[src/rtl/uart_tx_arbiter_if.sv]
// ---------------------------------------------------------------------------
// uart_tx_arbiter_if
//   Bundle between the requesters / shared UART transmitter and the
//   round-robin transmit arbiter.
//
//   Parameters: N    - character width in bits
//               NREQ - number of requesters
//
//   Signals (direction as seen by the arbiter, modport slave):
//     req_valid   in   [NREQ]    per-requester transmit request
//     req_data    in   [NREQ*N]  flattened characters, requester i at [i*N +: N]
//     tx_busy     in   1         transmitter frame in progress
//     req_ready   out  [NREQ]    one-hot, one-cycle acceptance pulse
//     tx_data     out  [N]       character to the transmitter
//     up_data     out  1         one-cycle load strobe to the transmitter
//     grant_id    out  [clog2]   index of the last granted requester
//     busy        out  1         arbiter not idle
//     timeout_err out  1         one-cycle watchdog abort pulse
// ---------------------------------------------------------------------------
interface uart_tx_arbiter_if #(
  parameter int N    = 8,
  parameter int NREQ = 4
) ();
  localparam int IW = $clog2(NREQ);

  logic [NREQ-1:0]   req_valid;
  logic [NREQ*N-1:0] req_data;
  logic              tx_busy;
  logic [NREQ-1:0]   req_ready;
  logic [N-1:0]      tx_data;
  logic              up_data;
  logic [IW-1:0]     grant_id;
  logic              busy;
  logic              timeout_err;

  // Requesters and transmitter side
  modport master (
    output req_valid, req_data, tx_busy,
    input  req_ready, tx_data, up_data, grant_id, busy, timeout_err
  );

  // Arbiter side
  modport slave (
    input  req_valid, req_data, tx_busy,
    output req_ready, tx_data, up_data, grant_id, busy, timeout_err
  );
endinterface

[src/rtl/uart_tx_arbiter.sv]
// ---------------------------------------------------------------------------
// uart_tx_arbiter
//   Round-robin arbiter sharing one UART transmitter between NREQ requesters.
//   A request is granted only while the transmitter is idle; the grant issues
//   a one-cycle up_data strobe together with a one-hot req_ready pulse, then
//   the arbiter waits for the transmitter to go busy and back to idle before
//   granting again.
//
//   Parameters: N       - character width
//               NREQ    - number of requesters (2..16)
//               TIMEOUT - watchdog limit in cycles (only with the macro below)
//
//   Ports: clk  - clock, rising edge
//          rst  - asynchronous, active-high reset
//          bus  - uart_tx_arbiter_if.slave (requests, transmitter, status)
//
//   Optional feature: define UART_ARB_TIMEOUT_EN to enable a watchdog that
//   aborts the wait for the transmitter after TIMEOUT cycles and pulses
//   timeout_err. Without it timeout_err is tied low and the wait is unbounded.
// ---------------------------------------------------------------------------
module uart_tx_arbiter #(
  parameter int N       = 8,
  parameter int NREQ    = 4,
  parameter int TIMEOUT = 1024
) (
  input  logic             clk,
  input  logic             rst,
  uart_tx_arbiter_if.slave bus
);

  localparam int IW = $clog2(NREQ);

  if (NREQ < 2 || NREQ > 16) begin : g_bad_nreq
    $error("uart_tx_arbiter: NREQ must be in 2..16");
  end
  if (TIMEOUT < 1) begin : g_bad_timeout
    $error("uart_tx_arbiter: TIMEOUT must be at least 1");
  end

  typedef enum logic [1:0] {
    IDLE,
    LOAD,
    WAIT_BUSY,
    WAIT_DONE
  } state_t;

  state_t            state_q;
  logic [IW-1:0]     ptr_q;
  logic [IW-1:0]     grant_id_q;
  logic [N-1:0]      tx_data_q;
  logic              up_data_q;
  logic [NREQ-1:0]   req_ready_q;
  logic              busy_q;

  logic [IW-1:0]     grant_d;
  logic              grant_found_d;
  logic [IW:0]       scan_idx_d;

`ifdef UART_ARB_TIMEOUT_EN
  localparam int CW = $clog2(TIMEOUT + 1);
  logic [CW-1:0]     wd_cnt_q;
  logic              timeout_err_q;
`endif

  // Cyclic priority search starting at ptr_q. The index is kept one bit
  // wider so ptr+k can be wrapped by subtraction for non power-of-two NREQ.
  always_comb begin
    grant_d       = '0;
    grant_found_d = 1'b0;
    scan_idx_d    = '0;
    for (int unsigned k = 0; k < NREQ; k++) begin
      scan_idx_d = {1'b0, ptr_q} + (IW+1)'(k);
      if (scan_idx_d >= (IW+1)'(NREQ)) begin
        scan_idx_d = scan_idx_d - (IW+1)'(NREQ);
      end
      if (!grant_found_d && bus.req_valid[scan_idx_d[IW-1:0]]) begin
        grant_d       = scan_idx_d[IW-1:0];
        grant_found_d = 1'b1;
      end
    end
  end

  always_ff @(posedge clk or posedge rst) begin
    if (rst) begin
      state_q       <= IDLE;
      ptr_q         <= '0;
      grant_id_q    <= '0;
      tx_data_q     <= '0;
      up_data_q     <= 1'b0;
      req_ready_q   <= '0;
      busy_q        <= 1'b0;
`ifdef UART_ARB_TIMEOUT_EN
      wd_cnt_q      <= '0;
      timeout_err_q <= 1'b0;
`endif
    end else begin
      up_data_q   <= 1'b0;
      req_ready_q <= '0;
`ifdef UART_ARB_TIMEOUT_EN
      timeout_err_q <= 1'b0;
`endif
      case (state_q)
        IDLE: begin
          if (grant_found_d && !bus.tx_busy) begin
            state_q     <= LOAD;
            grant_id_q  <= grant_d;
            tx_data_q   <= bus.req_data[grant_d*N +: N];
            up_data_q   <= 1'b1;
            req_ready_q <= NREQ'(1) << grant_d;
            busy_q      <= 1'b1;
          end
        end
        LOAD: begin
          state_q <= WAIT_BUSY;
          ptr_q   <= (grant_id_q == IW'(NREQ - 1)) ? '0 : grant_id_q + 1'b1;
`ifdef UART_ARB_TIMEOUT_EN
          wd_cnt_q <= '0;
`endif
        end
        WAIT_BUSY: begin
          if (bus.tx_busy) begin
            state_q <= WAIT_DONE;
          end
        end
        WAIT_DONE: begin
          if (!bus.tx_busy) begin
            state_q <= IDLE;
            busy_q  <= 1'b0;
          end
        end
        default: begin
          state_q <= IDLE;
          busy_q  <= 1'b0;
        end
      endcase
`ifdef UART_ARB_TIMEOUT_EN
      // Watchdog overrides the normal wait transitions when it expires.
      if (state_q == WAIT_BUSY || state_q == WAIT_DONE) begin
        if (wd_cnt_q == CW'(TIMEOUT - 1)) begin
          state_q       <= IDLE;
          busy_q        <= 1'b0;
          timeout_err_q <= 1'b1;
          wd_cnt_q      <= '0;
        end else begin
          wd_cnt_q <= wd_cnt_q + 1'b1;
        end
      end
`endif
    end
  end

  assign bus.req_ready = req_ready_q;
  assign bus.tx_data   = tx_data_q;
  assign bus.up_data   = up_data_q;
  assign bus.grant_id  = grant_id_q;
  assign bus.busy      = busy_q;
`ifdef UART_ARB_TIMEOUT_EN
  assign bus.timeout_err = timeout_err_q;
`else
  assign bus.timeout_err = 1'b0;
`endif

endmodule
[src/flat_wrapper.sv]
// flat-port wrapper written by rule: the top's interface ports become plain ports
module uart_tx_arbiter_flat 
#(
  parameter int N       = 8,
  parameter int NREQ    = 4,
  parameter int TIMEOUT = 1024
)
  (clk, rst, bus_req_valid, bus_req_data, bus_tx_busy, bus_req_ready, bus_tx_data, bus_up_data, bus_grant_id, bus_busy, bus_timeout_err);
  uart_tx_arbiter_if #(.N(N), .NREQ(NREQ)) bus_i ();
  input  logic clk;
  input  logic rst;
  input wire logic [$bits(bus_i.req_valid)-1:0] bus_req_valid;
  input wire logic [$bits(bus_i.req_data)-1:0] bus_req_data;
  input wire logic [$bits(bus_i.tx_busy)-1:0] bus_tx_busy;
  output wire logic [$bits(bus_i.req_ready)-1:0] bus_req_ready;
  output wire logic [$bits(bus_i.tx_data)-1:0] bus_tx_data;
  output wire logic [$bits(bus_i.up_data)-1:0] bus_up_data;
  output wire logic [$bits(bus_i.grant_id)-1:0] bus_grant_id;
  output wire logic [$bits(bus_i.busy)-1:0] bus_busy;
  output wire logic [$bits(bus_i.timeout_err)-1:0] bus_timeout_err;
  assign bus_i.req_valid = bus_req_valid;
  assign bus_i.req_data = bus_req_data;
  assign bus_i.tx_busy = bus_tx_busy;
  assign bus_req_ready = bus_i.req_ready;
  assign bus_tx_data = bus_i.tx_data;
  assign bus_up_data = bus_i.up_data;
  assign bus_grant_id = bus_i.grant_id;
  assign bus_busy = bus_i.busy;
  assign bus_timeout_err = bus_i.timeout_err;
  uart_tx_arbiter #(.N(N), .NREQ(NREQ), .TIMEOUT(TIMEOUT)) u_core (.clk(clk), .rst(rst), .bus(bus_i));
endmodule
[config.mk]
export PLATFORM = sky130hd
export DESIGN_NAME = uart_tx_arbiter_flat
export DESIGN_NICKNAME = d
export VERILOG_FILES = /design/src/rtl/uart_tx_arbiter_if.sv /design/src/rtl/uart_tx_arbiter.sv /design/src/flat_wrapper.sv
export SDC_FILE = /design/constraint.sdc
export NUM_CORES = 1
export LEC_CHECK = 0
export ABC_AREA = 1
export CORE_UTILIZATION = 35
export DETAILED_ROUTE_END_ITERATION = 8
export HOLD_SLACK_MARGIN = 0.15
export PLACE_DENSITY = 0.65
export RECOVER_POWER = 50
export SYNTH_ARGS = -nofsm -noshare
export SYNTH_HDL_FRONTEND = slang
export SYNTH_SLANG_ARGS = --single-unit
[constraint.sdc]
create_clock -name clk -period 2 [get_ports clk]
set_input_delay 0.6 -clock clk [delete_from_list [all_inputs] [get_ports clk]]
set_output_delay 0.6 -clock clk [all_outputs]
set_load 0.01 [all_outputs]
==> reports/metrics.yaml <==
yosysTopAreaCell: "dfrtp_1"
p_sw_w: 0.00231
synth_xor_area_share_pct: 0
r2r-end: "u_core.bus.tx_data[7]"
fin_worst_skew_ns: 0.00227
synthTopCellsByArea: "dfrtp_1 33%, nand2_1 26%, nand2_2 7.7%, nand3_1 6.5%, ha_1 4.9%"
r2r_slack_ns: 0.07
leakage_nw: 1.32
final-setup-viol-count: 0
dp.cells: 333
vdd_drop_max_uv: 772
grt_pass1_wl_mm: 5.98
pre_cts_slack_ns: -0.424
startpoint_type: "input pin"
synth_seq_area_share_pct: 32.6
die_w_um: 68.2
ctsLongestPathBuffers: 2
antenna_found_initial: 0
syn_area_per_cell_um2: 6.85
status: "finished clean"
yosys_register_bits: 20
coreArea_um2: 4120
stdcell_count: 351
hold_viol: 0
ant_nets: 0
synthCells: 224
dp_hpwl_mm: 2.95
die-height_um: 68.2
pwr-share-clk_pct: 8.1
wl_mm: 4.43
cts.sinks: 20
crit_arrival_ns: 2.13
area_growth_pct: 66.6
drt_iter0_drc: 84
layout_setup_ws_ns: 0.0107
switching_share_pct: 47.3
place_congestion: 0.825
clk_latency_ns: 0.25
netlist.area_leader.share_pct: 32.6
rsz0062_at_grt: "yes"
cts_made_buffers: 3
vias_per_cell: 4.65
wl_per_cell_um: 12.6
drive_above_1_share_pct: 30.6
period_share_pct: 99.5
worstPathRequired_ns: 2.15
worstSetupPathType: "input pin to flip-flop"
synthMuxAreaShare_pct: 0
worst_slew_pin_slew_ns: 1.07
num-nets-final: 347
timing.rr.start: "u_core.ptr_q[0]"
cts_root_buffer: "clkbuf_8"
track_usage_pct: 16.8
synthAdderAreaFrac_pct: 4.89
powerDensity_nw_per_um2: 1910
cts_tree: "done"
rows: 23
fin_crit_ns: 1.99
vias: 1633
timing.hold.ws_ns: 0.486
critPathCapture: "u_core.bus.tx_data[1]"
drv_cap: 0
ios: 56
die_area_um2: 4660
slew_viol_final: 0
crit_fanout: 7
synth-compound-area-share_pct: 3.91
slew_headroom_pct: 28.7
fmax_mhz: 503
end_kind: "flip-flop"
htreeDepth: 1
clk_pin_slew_ns: 0.08
grt_pass1_vias: 1356
hold_class: "flip-flop to flip-flop"
synth.distinct_cells: 26
power_w: 0.00488
start_util_pct: 37.3
ctsHoldBuffers: 0
seqPwrFrac_pct: 14.3
reg2reg_depth: 16
p_int_w: 0.00257
cp-startpoint: "bus_req_valid[1]"
grt_max_degree: 21
drc_errors: 0
synth_nets: 269
synth-simple-area-share_pct: 48.7
ys.warnings.count: 0
combPwrFrac_pct: 77.6
syn_area_um2: 1540
grt_remaining_overflow: 0
io_buffer_count: 54
drtPass1Iterations: 4
antenna_cells: 0
synth_top_family_by_area: "simple AND/OR/NAND/NOR gates"
-- critical path, stage by stage --
cell	delay, ns
clkdlybuf4s15_1	0.22
inv_2	0.12
nand2_4	0.06
nand3_2	0.10
nand2_4	0.07
buf_4	0.14
a21oi_4	0.13
nand2_4	0.14
buf_12	0.16
nand3_1	0.07
nand2_1	0.07
nand2_2	0.08
nand2_2	0.06
nand2_1	0.05
nand2_1	0.05
-- flip-flops by register name (all words and copies together), names as in the netlist --
signal,count
u_core.bus.req_ready,4
u_core.bus.up_data,1
u_core.bus.busy,1
u_core.ptr_q,2
u_core.state_q,2
u_core.bus.tx_data,8
u_core.bus.grant_id,2
-- per-stage QoR --
stage	cell area, µm²	TNS (ns)	util, %
global placement	2190	-4.60	53.1
finish	2560	0	62.1
detailed placement	2190	-5.33	53.1
global route	2560	-0.626	62.1
CTS	2310	0	56.2
floorplan	1540	0	-
-- metal layers --
metal | global-route usage, % | part of all wire [%]
met1 | 24.8 | 47
met2 | 26.3 | 48
met3 | 1.83 | 4.1
met4 | 3.39 | 0.77
met5 | 0 | 0
-- what timing repair did --
action | in CTS | in global routing
gates resized for setup | 16 | 53
pin swaps | 10 | 25
gates cloned | 0 | 2
buffers inserted | 5 | 8
setup endpoints to repair | 11 | 13
-- cell families after synthesis --
kind of cell	after synthesis
and+or+nand+nor	162
buffers and inverters	24
DFF	20
AOI/OAI and AO/OA	11
adders and majority gates	6
other	1
-- synthesized netlist by cell type --
master / instances
buf_12: 1
buf_2: 1
conb_1: 1
ha_1: 6
a21oi_1: 1
nand2_4: 2
inv_2: 3
buf_6: 1
nor2_4: 1
o21ai_1: 1
nand3b_1: 1
nand2_8: 1
nand2_1: 105
nand3_2: 3
dfrtp_1: 20
nand2_2: 19
nor2_2: 1
bufinv_8: 1
inv_1: 12
nor2_1: 6
a21oi_2: 1
nor3_1: 3
o22ai_1: 1
o21ai_0: 7
nand3_1: 20
buf_4: 5
-- power groups by stage --
stage          clock (W)  sequential (W)  combinational (W)
4_1_cts         0.000407        0.000678            0.00304
5_1_grt         0.000427        0.000722            0.00409
3_3_place_gp           0        0.000683            0.00283
3_5_place_dp           0        0.000685            0.00283
6_report        0.000398        0.000697            0.00379
2_1_floorplan          0        0.000725            0.00195
-- area by class of cell --
class | instances | area (µm²)
multi-input combinational | 181 | 1060
tap | 50 | 62.6
clock inverter | 1 | 30.0
sequential | 20 | 503
timing repair inverter | 1 | 7.51
inverter | 16 | 78.8
fill | 354 | 1560
timing repair buffer | 79 | 774
clock buffer | 3 | 41.3
-- how the worst min path moves through the flow --
stage / slack [ns] / from / to / cells past startpoint
floorplan: 0.51 / u_core.state_q[0] / u_core.state_q[0] / 2
global placement: 0.46 / u_core.bus.tx_data[5] / u_core.bus.tx_data[5] / 2
detailed placement: 0.47 / u_core.bus.tx_data[6] / u_core.bus.tx_data[6] / 2
CTS: 0.50 / u_core.bus.tx_data[2] / u_core.bus.tx_data[2] / 2
global route: 0.51 / u_core.bus.tx_data[2] / u_core.bus.tx_data[2] / 2
finish: 0.49 / u_core.bus.tx_data[2] / u_core.bus.tx_data[2] / 2
-- cell usage in the layout (no fill, tap or decap), types with 5 or more instances in the layout --
cell type	count
nand3_2	5
nand2_2	23
o21ai_0	6
nand2_4	12
buf_4	15
dfrtp_1	18
nand3_1	17
inv_2	6
ha_1	6
nand2_1	90
clkdlybuf4s50_1	48
inv_1	7
buf_6	6
No activity file was read; power rests on OpenSTA's default activity.
